## src/rtl/line_loader.sv

```systemverilog
// rtl/line_loader.sv - text-mode scanline loader: text RAM -> font ROM -> line buffer, one column per clock.
module line_loader #(
    parameter int COLS   = 80,
    parameter int ROWS   = 30,
    parameter int FONT_H = 16
) (
    input  logic        CLK,
    input  logic        RESET,
    input  logic        LINE_START,
    input  logic [9:0]  ROW_NUM,
    output logic [11:0] TXT_ADDR,
    input  logic [7:0]  TXT_DATA,
    output logic [7:0]  FONT_CHAR,
    output logic [3:0]  FONT_ROW,
    input  logic [7:0]  FONT_DATA,
    output logic        LB_WE,
    output logic [6:0]  LB_ADDR,
    output logic [7:0]  LB_DATA,
    output logic        BUSY,
    output logic        DONE,
    output logic        OVERRUN
);

    localparam logic [10:0] ROW_LIMIT = 11'(ROWS * FONT_H);
    localparam logic [6:0]  LAST_COL  = 7'(COLS - 1);

    typedef enum logic [1:0] {
        IDLE  = 2'd0,
        RUN   = 2'd1,
        FLUSH = 2'd2
    } state_t;

    state_t     state, state_nxt;
    logic [6:0] col, col_nxt;
    logic       flush_cnt, flush_nxt;
    logic       load, issue;
    logic [5:0] trow;
    logic [3:0] frow;

    // stage 2 holds the column whose character code is arriving; stage 3 the one whose glyph row is arriving
    logic       s2_valid, s3_valid;
    logic [6:0] s2_col, s3_col;

    always_ff @(posedge CLK or negedge RESET) begin
        if (!RESET) begin
            state     <= IDLE;
            col       <= '0;
            flush_cnt <= 1'b0;
            trow      <= '0;
            frow      <= '0;
            s2_valid  <= 1'b0;
            s3_valid  <= 1'b0;
            s2_col    <= '0;
            s3_col    <= '0;
        end else begin
            state     <= state_nxt;
            col       <= col_nxt;
            flush_cnt <= flush_nxt;
            if (load) begin
                trow <= ROW_NUM[9:4];
                frow <= ROW_NUM[3:0];
            end
            s2_valid <= issue;
            s2_col   <= col;
            s3_valid <= s2_valid;
            s3_col   <= s2_col;
        end
    end

    always_comb begin
        state_nxt = state;
        col_nxt   = col;
        flush_nxt = flush_cnt;
        load      = 1'b0;
        issue     = 1'b0;
        case (state)
            IDLE: begin
                // rows at or beyond the visible area fall in vertical blank and are ignored
                if (LINE_START && ({1'b0, ROW_NUM} < ROW_LIMIT)) begin
                    load      = 1'b1;
                    col_nxt   = '0;
                    state_nxt = RUN;
                end
            end
            RUN: begin
                issue = 1'b1;
                if (col == LAST_COL) begin
                    col_nxt   = '0;
                    flush_nxt = 1'b0;
                    state_nxt = FLUSH;
                end else begin
                    col_nxt = col + 7'd1;
                end
            end
            FLUSH: begin
                if (flush_cnt) begin
                    state_nxt = IDLE;
                end else begin
                    flush_nxt = 1'b1;
                end
            end
            default: state_nxt = IDLE;
        endcase
    end

    assign BUSY      = (state != IDLE);
    assign OVERRUN   = LINE_START && BUSY;
    assign TXT_ADDR  = issue ? (12'(trow) * 12'(COLS) + 12'(col)) : 12'd0;
    assign FONT_CHAR = s2_valid ? TXT_DATA : 8'd0;
    assign FONT_ROW  = s2_valid ? frow : 4'd0;
    assign LB_WE     = s3_valid;
    assign LB_ADDR   = s3_valid ? s3_col : 7'd0;
    assign LB_DATA   = s3_valid ? FONT_DATA : 8'd0;
    assign DONE      = s3_valid && (s3_col == LAST_COL);

endmodule

```

## config.mk

```make
export PLATFORM = sky130hd
export DESIGN_NAME = line_loader
export DESIGN_NICKNAME = d
export VERILOG_FILES = /design/src/rtl/line_loader.sv
export SDC_FILE = /design/constraint.sdc
export NUM_CORES = 1
export LEC_CHECK = 0
export BUFFER_PORTS_ARGS = -buffer_cell sky130_fd_sc_hd__buf_4
export CAP_MARGIN = 20
export CELL_PAD_IN_SITES_DETAIL_PLACEMENT = 0
export CELL_PAD_IN_SITES_GLOBAL_PLACEMENT = 1
export CORE_ASPECT_RATIO = 0.75
export CORE_MARGIN = 1
export CORE_UTILIZATION = 39
export CTS_CLUSTER_SIZE = 10
export DETAILED_ROUTE_END_ITERATION = 8
export GPL_ROUTABILITY_DRIVEN = 1
export HOLD_SLACK_MARGIN = 0.05
export PLACE_DENSITY = 0.95
export SYNTH_ARGS = -nofsm -noshare
export SYNTH_HDL_FRONTEND = slang
export SYNTH_SLANG_ARGS = --single-unit
export TNS_END_PERCENT = 20
```

## constraint.sdc

```tcl
create_clock -name CLK -period 6.4 [get_ports CLK]
set_clock_uncertainty 0.15 [all_clocks]
set_input_delay 1.28 -clock CLK [delete_from_list [all_inputs] [get_ports CLK]]
set_output_delay 1.28 -clock CLK [all_outputs]
set_load 0.05 [all_outputs]
```

==> results.md <==
- Status: finished, final reports clean
- First-pass GRT wire length: 6590 um
- CP Cell Sequence: ha_1 > ha_1 > inv_1 > fa_1 > xnor2_1 > nand3b_1 > nor4_1 > xnor2_1 > nor2_1 > buf_4
- WP buf/inv: 2
- Grt total ovfl: 0
- Min Hold Slack: 0.195 ns
- Final Hold Viols: 0
- Cell Area, Synth: 1930 sq um
- Final Max Tran Viols: 0
- FF-to-FF path depth: 5
- Clock tree buffer depth: 2
- Initial DRC Count: 57
- Worst-margin pin slew: 0.620 ns
- FF+latch count, synth: 36
- First drt pass iteration count: 4
- Hold Crit Class: reg2reg
- Final Util: 56.9%
- Largest net degree at the start of global routing: 37
- Die area: 5240 sq um
- PD cells: 205 nW/um^2
- Routed WL: 3860 um
- Post-CTS setup buffers: 0
- Hold depth: 0
- R2R Path Start: state[1]$_DFFE_PN0P_
- CTS tree: done
- Initial antenna violation count: 0
- Crit-path max FO: 4
- Cts bufs inserted: 5
- Final Critical Period: 4.13 ns
- Vias per cell: 4.90
- Worst EP arrival: 2.70 ns
- Vias in the first global route: 1,525
- Multi-input logic area: 966 sq um
- CP startpoint kind: register
- Register area share after synthesis: 46.7%
- Layout overhead on the synthesized area: 35.5%
- Post-synth cell types: 36
- Io pins: 72
- Crit end category: output port
- Hold Startpoint: s2_col[0]$_DFF_PN0_
- Final Cycle Share: 64.5%
- Total GRT Usage: 15.8%
- Critical Path Max Stage Delay: 0.41 ns
- Hold_buf cts: 0
- IO buf count: 71
- Mapped Cells: 186
- Syn_nets: 229
- Via count: 1,548
- R2R setup slack: 4.16 ns
- DP Wirelength: 2930 um
- Drt drc: 0
- Core area: 4600 sq um
- Post-cts sizing count: 0
- Clk Latency, worst-skew pair: 0.29 ns
- Worst path required time: 4.97 ns
- Final TNS setup: 0 ns
- Initial Utilization: 42.0%
- GPL Wtd Cong: 0.786
- Sequential cell area: 901 sq um
- Filler instances: 410
- RSZ-0062 raised after global routing: no
- Hold EP: s3_col[0]$_DFF_PN0_
- WS Path Type: reg2out
- Antenna-violating nets left: 0
- Rel. slew slack: 58.3%
- Fmax: 0.242 GHz
- Maxcap violations: 0
- Post-Place Cell Area: 2500 sq um
- Reg clk slew, reported paths: 0.08 ns
- H-Tree Depth: 2
- Row cnt: 21
- Share of cells above drive strength 1: 33.2%
- Final Cell Area: 2620 sq um
- Clock root buffer: clkbuf_8
- Die height: 62.9 um
- Synthesized area per cell: 10.4 sq um
- CTS sink cnt: 36
- Max VDD drop: 0.165 mV
- Setup Viol. Count Final: 0
- Antenna diodes: 0
- Die width: 83.2 um
- DR WL/cell: 12.2 um
- Crit-path leading delay family: adder cells
- Most common cell after layout, fill and taps aside: buf_4
- Capture point of the worst reg-to-reg path: col[4]$_DFFE_PN0P_
- Most frequent cells in the layout: buf_4, dfrtp_1, and2_1
- Slowest stage cell, crit path: dfrtp_1
- Leak: 1.26 nW
- Warnings from Yosys: 0
- Final nets: 301
[registers in the layout, summed over array words and instances, names as in the netlist]
register	cells
col	7
s2_col	7
s3_col	7
trow	6
frow	4
state	2
LB_WE	1
flush_cnt	1
s2_valid	1
[synthesized netlist by cell type]
master	n	share of area [%]
dfrtp_1	36	47
and2_1	34	11
nor2_1	13	2.5
ha_1	12	7.8
o21ai_0	10	2.6
inv_1	9	1.7
nand2_1	8	1.6
a21oi_1	7	1.8
clkbuf_1	5	0.97
nand2b_1	5	1.6
xnor2_1	5	2.3
o22a_1	4	1.8
mux2_2	3	1.7
nor2b_1	3	0.97
and3_1	2	0.65
fa_1	2	2.1
mux2_1	2	1.2
nand3_1	2	0.52
nand3b_1	2	0.78
nor3_1	2	0.52
o22ai_1	2	0.65
o31ai_1	2	0.78
or2_2	2	0.65
xor2_1	2	0.91
a21o_1	1	0.39
a31oi_1	1	0.32
a41oi_4	1	1.4
buf_6	1	0.58
nand4_1	1	0.32
nand4b_1	1	0.45
nor3b_1	1	0.39
nor4_1	1	0.32
nor4bb_1	1	0.52
o21a_1	1	0.39
o21bai_1	1	0.39
or4b_4	1	0.71
[through the flow]
step,setup WS [ns],cells,total power [mW]
2_1_floorplan,2.24,186,0.303
3_3_place_gp,2.65,308,0.342
3_5_place_dp,2.59,308,0.343
4_1_cts,2.27,316,0.542
5_1_grt,2.01,316,0.558
6_report,2.27,316,0.535
[area by class of cell]
class	instances	area share, %
Timing Repair Buffer	71	20.4
Sequential cell	36	34.4
Clock inverter	3	1.63
Tap cell	57	2.73
Inverter	9	1.29
Clock buffer	5	2.63
Multi-Input combinational cell	135	36.9
[worst max path at each step]
stage               depth (start not counted)                 from      endpoint  slack [ns]
floorplan                                   2      LB_WE$_DFF_PN0_          DONE        2.24
global placement                           10  trow[1]$_DFFE_PN0P_  TXT_ADDR[11]        2.65
detailed placement                         10  trow[1]$_DFFE_PN0P_  TXT_ADDR[11]        2.59
CTS                                        10  trow[1]$_DFFE_PN0P_  TXT_ADDR[11]        2.27
global route                               10  trow[1]$_DFFE_PN0P_  TXT_ADDR[11]        2.01
finish                                     10  trow[1]$_DFFE_PN0P_  TXT_ADDR[11]        2.27
[kinds of logic after synthesis]
kind of cell | Yosys count | synth area share (%)
XOR/XNOR | 7 | 3.18
multiplexers | 5 | 2.92
buffers and inverters | 15 | 3.31
flip-flops | 36 | 46.7
AO/OA/AOI/OAI | 30 | 10.6
adder cells (fa/ha/maj) | 14 | 9.85
AND/OR/NAND/NOR | 79 | 23.5
[per-layer routing]
layer	track usage, %	vias up	part of all wire [%]
met3	7.40	3	10
met4	2.59	0	0.47
met5	0	-	0
met2	26.1	62	42
met1	19.1	714	47
li1	-	769	-
[where the power goes]
group          total, mW  internal [mW]  switching (mW)
Sequential         0.232          0.230         0.00203
Clock              0.197          0.115          0.0821
Combinational      0.106         0.0400          0.0660
Power figures use the tool's default switching activity.
